## src/rtl/rram_readout_buffer.sv

```systemverilog
// RRAM readout buffer: captures ADC/CSA results from the array controller into a
// tagged result FIFO and exposes it through a small Wishbone register window.
module rram_readout_buffer #(
    parameter int unsigned DEPTH     = 8,
    parameter logic [31:0] BASE_ADDR = 32'h3000_0100
) (
    input  logic        clk,
    input  logic        rst,
    input  logic        ENABLE_ADC,
    input  logic [1:0]  CLK_EN_ADC,
    input  logic        SAEN_CSA,
    input  logic [15:0] ADC_OUT0,
    input  logic [15:0] ADC_OUT1,
    input  logic [15:0] ADC_OUT2,
    input  logic [15:0] CSA,
    input  logic        wbs_cyc_i,
    input  logic        wbs_stb_i,
    input  logic        wbs_we_i,
    input  logic [31:0] wbs_adr_i,
    input  logic [31:0] wbs_dat_i,
    output logic [31:0] wbs_dat_o,
    output logic        wbs_ack_o,
    output logic        irq
);

    localparam int unsigned AW = (DEPTH > 1) ? $clog2(DEPTH) : 1;

    // Capture edge detection
    logic adc_cond, adc_prev, adc_evt;
    logic csa_prev, csa_evt;

    // ADC decode
    logic [31:0] adc_word;
    logic [5:0]  adc_sum;
    logic        adc_bubble;

    // FIFO state
    logic [32:0]   mem [DEPTH];
    logic [AW-1:0] wr_ptr, rd_ptr;
    logic [5:0]    count;
    logic          full, empty;
    logic [32:0]   head;
    logic          head_tag;

    // Control / status
    logic       irq_en;
    logic       overflow;
    logic       bubble_err;
    logic [5:0] last_sum;

    // Wishbone decode
    logic [31:0] offset;
    logic        in_win, req, wr_ctrl, flush, clr_err, pop;
    logic [31:0] rd_data;
    logic [31:0] status;

    // Push path
    logic        push_req, do_push, ovf_set;
    logic [32:0] push_data;

    logic unused_dat;
    assign unused_dat = ^wbs_dat_i[31:3];

    assign adc_cond = ENABLE_ADC & (CLK_EN_ADC == 2'b11);
    assign adc_evt  = adc_cond & ~adc_prev;
    assign csa_evt  = SAEN_CSA & ~csa_prev;

    // Column code is the popcount even for bubbled patterns; the bubble is only flagged.
    always_comb begin
        adc_word   = '0;
        adc_sum    = '0;
        adc_bubble = 1'b0;
        for (int unsigned c = 0; c < 16; c++) begin
            adc_word[2*c +: 2] = {1'b0, ADC_OUT0[c]} + {1'b0, ADC_OUT1[c]} + {1'b0, ADC_OUT2[c]};
            adc_sum            = adc_sum + {4'b0, adc_word[2*c +: 2]};
            adc_bubble         = adc_bubble | (ADC_OUT2[c] & ~ADC_OUT1[c])
                                            | (ADC_OUT1[c] & ~ADC_OUT0[c]);
        end
    end

    assign full     = (count == 6'(DEPTH));
    assign empty    = (count == 6'd0);
    assign head     = mem[rd_ptr];
    assign head_tag = ~empty & head[32];

    // Unsigned wrap makes addresses below BASE_ADDR fall outside the window too.
    assign offset  = wbs_adr_i - BASE_ADDR;
    assign in_win  = (offset < 32'd16);
    assign req     = wbs_cyc_i & wbs_stb_i & ~wbs_ack_o & in_win;
    assign wr_ctrl = req & wbs_we_i & (offset[3:0] == 4'h8);
    assign flush   = wr_ctrl & wbs_dat_i[1];
    assign clr_err = wr_ctrl & wbs_dat_i[2];
    assign pop     = req & ~wbs_we_i & (offset[3:0] == 4'h0) & ~empty;

    assign status = {16'h0, 2'b00, count, 3'b000, head_tag, bubble_err, overflow, full, empty};

    always_comb begin
        rd_data = '0;
        if (!wbs_we_i) begin
            case (offset[3:0])
                4'h0:    rd_data = empty ? 32'h0 : head[31:0];
                4'h4:    rd_data = status;
                4'h8:    rd_data = {31'h0, irq_en};
                4'hC:    rd_data = {26'h0, last_sum};
                default: rd_data = '0;
            endcase
        end
    end

    // ADC wins a same-cycle collision; the CSA result is lost and flagged.
    always_comb begin
        push_req  = adc_evt | csa_evt;
        push_data = adc_evt ? {1'b1, adc_word} : {1'b0, 16'h0, CSA};
        do_push   = push_req & ~flush & (~full | pop);
        ovf_set   = ~flush & ((adc_evt & csa_evt) | (push_req & full & ~pop));
    end

    assign irq = irq_en & ~empty;

    always_ff @(posedge clk) begin
        if (rst) begin
            adc_prev   <= 1'b0;
            csa_prev   <= 1'b0;
            wr_ptr     <= '0;
            rd_ptr     <= '0;
            count      <= '0;
            overflow   <= 1'b0;
            bubble_err <= 1'b0;
            irq_en     <= 1'b0;
            last_sum   <= '0;
            wbs_ack_o  <= 1'b0;
            wbs_dat_o  <= '0;
        end else begin
            adc_prev  <= adc_cond;
            csa_prev  <= SAEN_CSA;
            wbs_ack_o <= req;
            if (req) begin
                wbs_dat_o <= rd_data;
            end
            if (wr_ctrl) begin
                irq_en <= wbs_dat_i[0];
            end

            // Clear first so an error arriving in the same cycle is not lost.
            if (clr_err) begin
                overflow   <= 1'b0;
                bubble_err <= 1'b0;
            end
            if (ovf_set) begin
                overflow <= 1'b1;
            end
            if (adc_evt) begin
                last_sum <= adc_sum;
                if (adc_bubble) begin
                    bubble_err <= 1'b1;
                end
            end

            if (flush) begin
                wr_ptr <= '0;
                rd_ptr <= '0;
                count  <= '0;
            end else begin
                if (do_push) begin
                    wr_ptr <= wr_ptr + 1'b1;
                end
                if (pop) begin
                    rd_ptr <= rd_ptr + 1'b1;
                end
                count <= count + {5'b0, do_push} - {5'b0, pop};
            end
        end
    end

    always_ff @(posedge clk) begin
        if (do_push) begin
            mem[wr_ptr] <= push_data;
        end
    end

endmodule
```

## config.mk

```make
export PLATFORM = sky130hd
export DESIGN_NAME = rram_readout_buffer
export DESIGN_NICKNAME = d
export VERILOG_FILES = /design/src/rtl/rram_readout_buffer.sv
export SDC_FILE = /design/constraint.sdc
export NUM_CORES = 1
export LEC_CHECK = 0
export CAP_MARGIN = 20
export CORE_ASPECT_RATIO = 1.1
export CORE_UTILIZATION = 55
export DETAILED_ROUTE_END_ITERATION = 6
export PLACE_DENSITY_LB_ADDON = 0.12
export SLEW_MARGIN = 10
export SYNTH_ARGS = -nofsm -noshare
export SYNTH_HDL_FRONTEND = slang
export SYNTH_SLANG_ARGS = --single-unit
```

## constraint.sdc

```tcl
create_clock -name clk -period 18.6 [get_ports clk]
set_input_delay 1.86 -clock clk [delete_from_list [all_inputs] [get_ports clk]]
set_output_delay 1.86 -clock clk [all_outputs]
set_load 0.005 [all_outputs]
```

==> impl_metrics.ini <==
[route]
route.vias.total = 8717
detail_route.vias_per_cell = 5.792
drt_iter0_markers = 742
drt_first_pass_iters = 5
wire_length_per_cell_um = 22.09
ant_nets = 0
wl_mm = 33.25
post-route-drc-count = 0

[place]
gp_congestion = 0.8461
post_dp_cell_area_um2 = 16420
hpwlAfterDp_mm = 21.22
io_buffers = 141
dp_cells = 1444
pre_cts_ws_ns = 11.65

[setup_path]
slowest_stage_cell_on_the_critical_path = nor3b_4
setup.worst_path.end_class = flop
cp_cell_sequence = clkdlybuf4s50_1, nor3_1, or3b_2, nor2_2, buf_4, nand4_1, or3_1, a211oi_4, and2_1, nor3b_4, buf_4
critical_path.max_stage_delay_ns = 0.88
criticalPathCategory = in2reg
worstSetupStartpointType = primary input
crit_path_frequent_cell = buf_4
worstPathMaxFanout = 22
crit_required_ns = 18.76
timing.critical_path.arrival_ns = 6.61

[synth]
synth_largest_type_area_fraction = 0.5447
synth_seq_area_share = 0.6258
synth-warning-count = 0
synth_seq_cells = 323
synth_fp_nets = 1175
synthFlopType = edfxtp_1
synth.area.top_cells = edfxtp_1 (54%), mux4_2 (10%), dfxtp_1 (8.1%)
synth_area_leader_cell = edfxtp_1
synthesis.area_per_instance_um2 = 14.90
synth_cell_type_count = 60
proportion_of_register_bits_with_asynchronous_set_or_reset_after_synthesis = 0
synthesis.area_um2 = 14560
netlist_instances = 977
synth_edf_count = 264
synth.top_cells.by_count = edfxtp_1 (264), nand2_1 (75), a21oi_1 (67)
yosys.cell_count.top_type = edfxtp_1

[pwr]
pwr_density_cell_nw_per_um2 = 112.8
vdd_ir_drop_max_v = 0.00009338
power.leakage_nw = 5.903
power.total_mw = 1.975

[global_routing]
grt_antenna_before_repair = 0
grt_use_total = 0.2566
grt_first_pass_wirelength_mm = 50.67
grt_start_max_net_pins = 67
grt_pass1_vias = 8854
total_overflow_reported_by_the_global_router = 0

[run_status]
status = finished, final reports clean

[timing]
slew_viol_final = 0
min_period_over_period = 0.3466
setup_violations = 0
timing_hold_violations_final = 0
worst_slew_margin_rel = 0.2637
timing.setup.tns_ns = 0
final.setup_skew_ns = 0.01177
max_slew.worst_pin.slew_ns = 1.093
timing.final.crit_period_ns = 6.448
grt_setup_unrepaired = no
timing.final.ws_setup_ns = 12.15
max_freq_mhz = 155.1

[floorplan]
die_w_um = 157.1
design.portCount = 171
core_region_area_um2 = 26070
start_util = 0.5584
die_area_um2 = 27120
die_h_um = 172.6
number_of_cell_rows = 62

[finish]
area_growth_syn_to_layout_pct = 20.31
seq_area_um2 = 9115
post_route_cells_drive_above_1_share = 0.1535
multi_input_area_um2 = 5079
final_layout_fill_cell_count = 1880
layout.nets = 1326
finish.cell_count_without_fillers = 1505
insertedDiodeCount = 0
final_cell_area_um2 = 17510

[clock_tree]
clock_tree_from_tritoncts = yes
clk_root_buffer_cell = clkbuf_16
cts_hold_repair.buffers = 0
cts_inserted_buffers = 34
clock_tree.buffer_depth = 3
cts-resized-gates = 0
clk_pin_slew_ns = 0.06
postCtsSetupRepairBufs = 0
clock_insertion_delay_at_the_later_pin_of_the_skew_report_ns = 0.51
tritoncts_num_sinks = 323
cts.htree.levels = 2

[worst_hold_path]
hold_class = reg2reg

[run]
drv_cap = 0
-- report_power, final --
group,internal [mW],switching [mW]
logic,0.229,0.257
clock network,0.382,0.272
registers,0.822,0.0138
total,1.43,0.543
-- registers in the layout, indices dropped and copies added (netlist names), named ones only --
| register | count |
|---|---|
| wbs_ack_o | 1 |
| overflow | 1 |
| adc_prev | 1 |
| rd_ptr | 3 |
| irq_en | 1 |
| wbs_dat_o | 32 |
| csa_prev | 1 |
| wr_ptr | 3 |
| last_sum | 6 |
| bubble_err | 1 |
| mem | 264 |
| count | 6 |
-- cells in the final DEF, fill, tap and decap left out, types with 7 or more instances in the layout --
cell,n
edfxtp_1,264
clkdlybuf4s50_1,140
inv_1,62
mux4_2,66
and2_1,12
nor4_1,16
o21ai_0,14
nor3_1,13
fa_1,43
xnor2_1,8
a21oi_1,67
ha_1,18
clkbuf_16,36
nand4_1,7
nor2_1,59
mux2_2,19
dfxtp_1,56
buf_4,20
or3_1,17
nand3_1,25
mux2i_1,23
nand2_1,75
-- per-layer routing --
layer  up-vias  global-route usage  part of all wire
li1       3965                   -                 -
met1      4336              0.3320              0.38
met2       342              0.4365              0.51
met3        74             0.04561             0.075
met4         0             0.09021             0.029
met5         -                   0                 0
-- worst max-delay path, delay by kind of cell --
kind	cells	cell delay [ns]
simple gates	7	2.87
compound gates	1	0.46
buf+inv	3	1.37
-- through the flow --
step                      hold WS [ns]  utilization
after global placement          0.4381       0.6301
after floorplan                 0.4315            -
final                           0.4461       0.6719
after detailed placement        0.4421       0.6301
after CTS                       0.4504       0.6719
after global routing            0.4614       0.6719
-- cell families (layout without fill, tap and decap cells) --
kind of cell,after synthesis,count (layout),share of synthesized area
DFF,323,323,0.6258
and+or+nand+nor,255,255,0.08614
AOI/OAI and AO/OA,109,109,0.04436
muxes,108,108,0.1326
buffers and inverters,108,284,0.02854
adders and majority gates,62,62,0.07530
xor gates and xnor gates,12,12,0.007221
-- worst paths after layout --
check / startpoint / to / slack, ns / cells past startpoint
max: wbs_adr_i[2] / mem[0][29] / 12.15 / 11
min: wbs_dat_o[0] / wbs_dat_o[0] / 0.45 / 2
max reg2reg: count[3] / mem[0][29] / 13.43 / 13
min reg2reg: wbs_dat_o[0] / wbs_dat_o[0] / 0.45 / 2
-- final cells by class --
class,count,share of cell area
Sequential cell,323,0.5205
Multi-Input combinational cell,546,0.2900
Timing Repair Buffer,161,0.08888
Clock buffer,45,0.05509
Tap cell,352,0.02515
Inverter,62,0.01329
Clock inverter,16,0.007073
(Power assumes the default switching activity.)
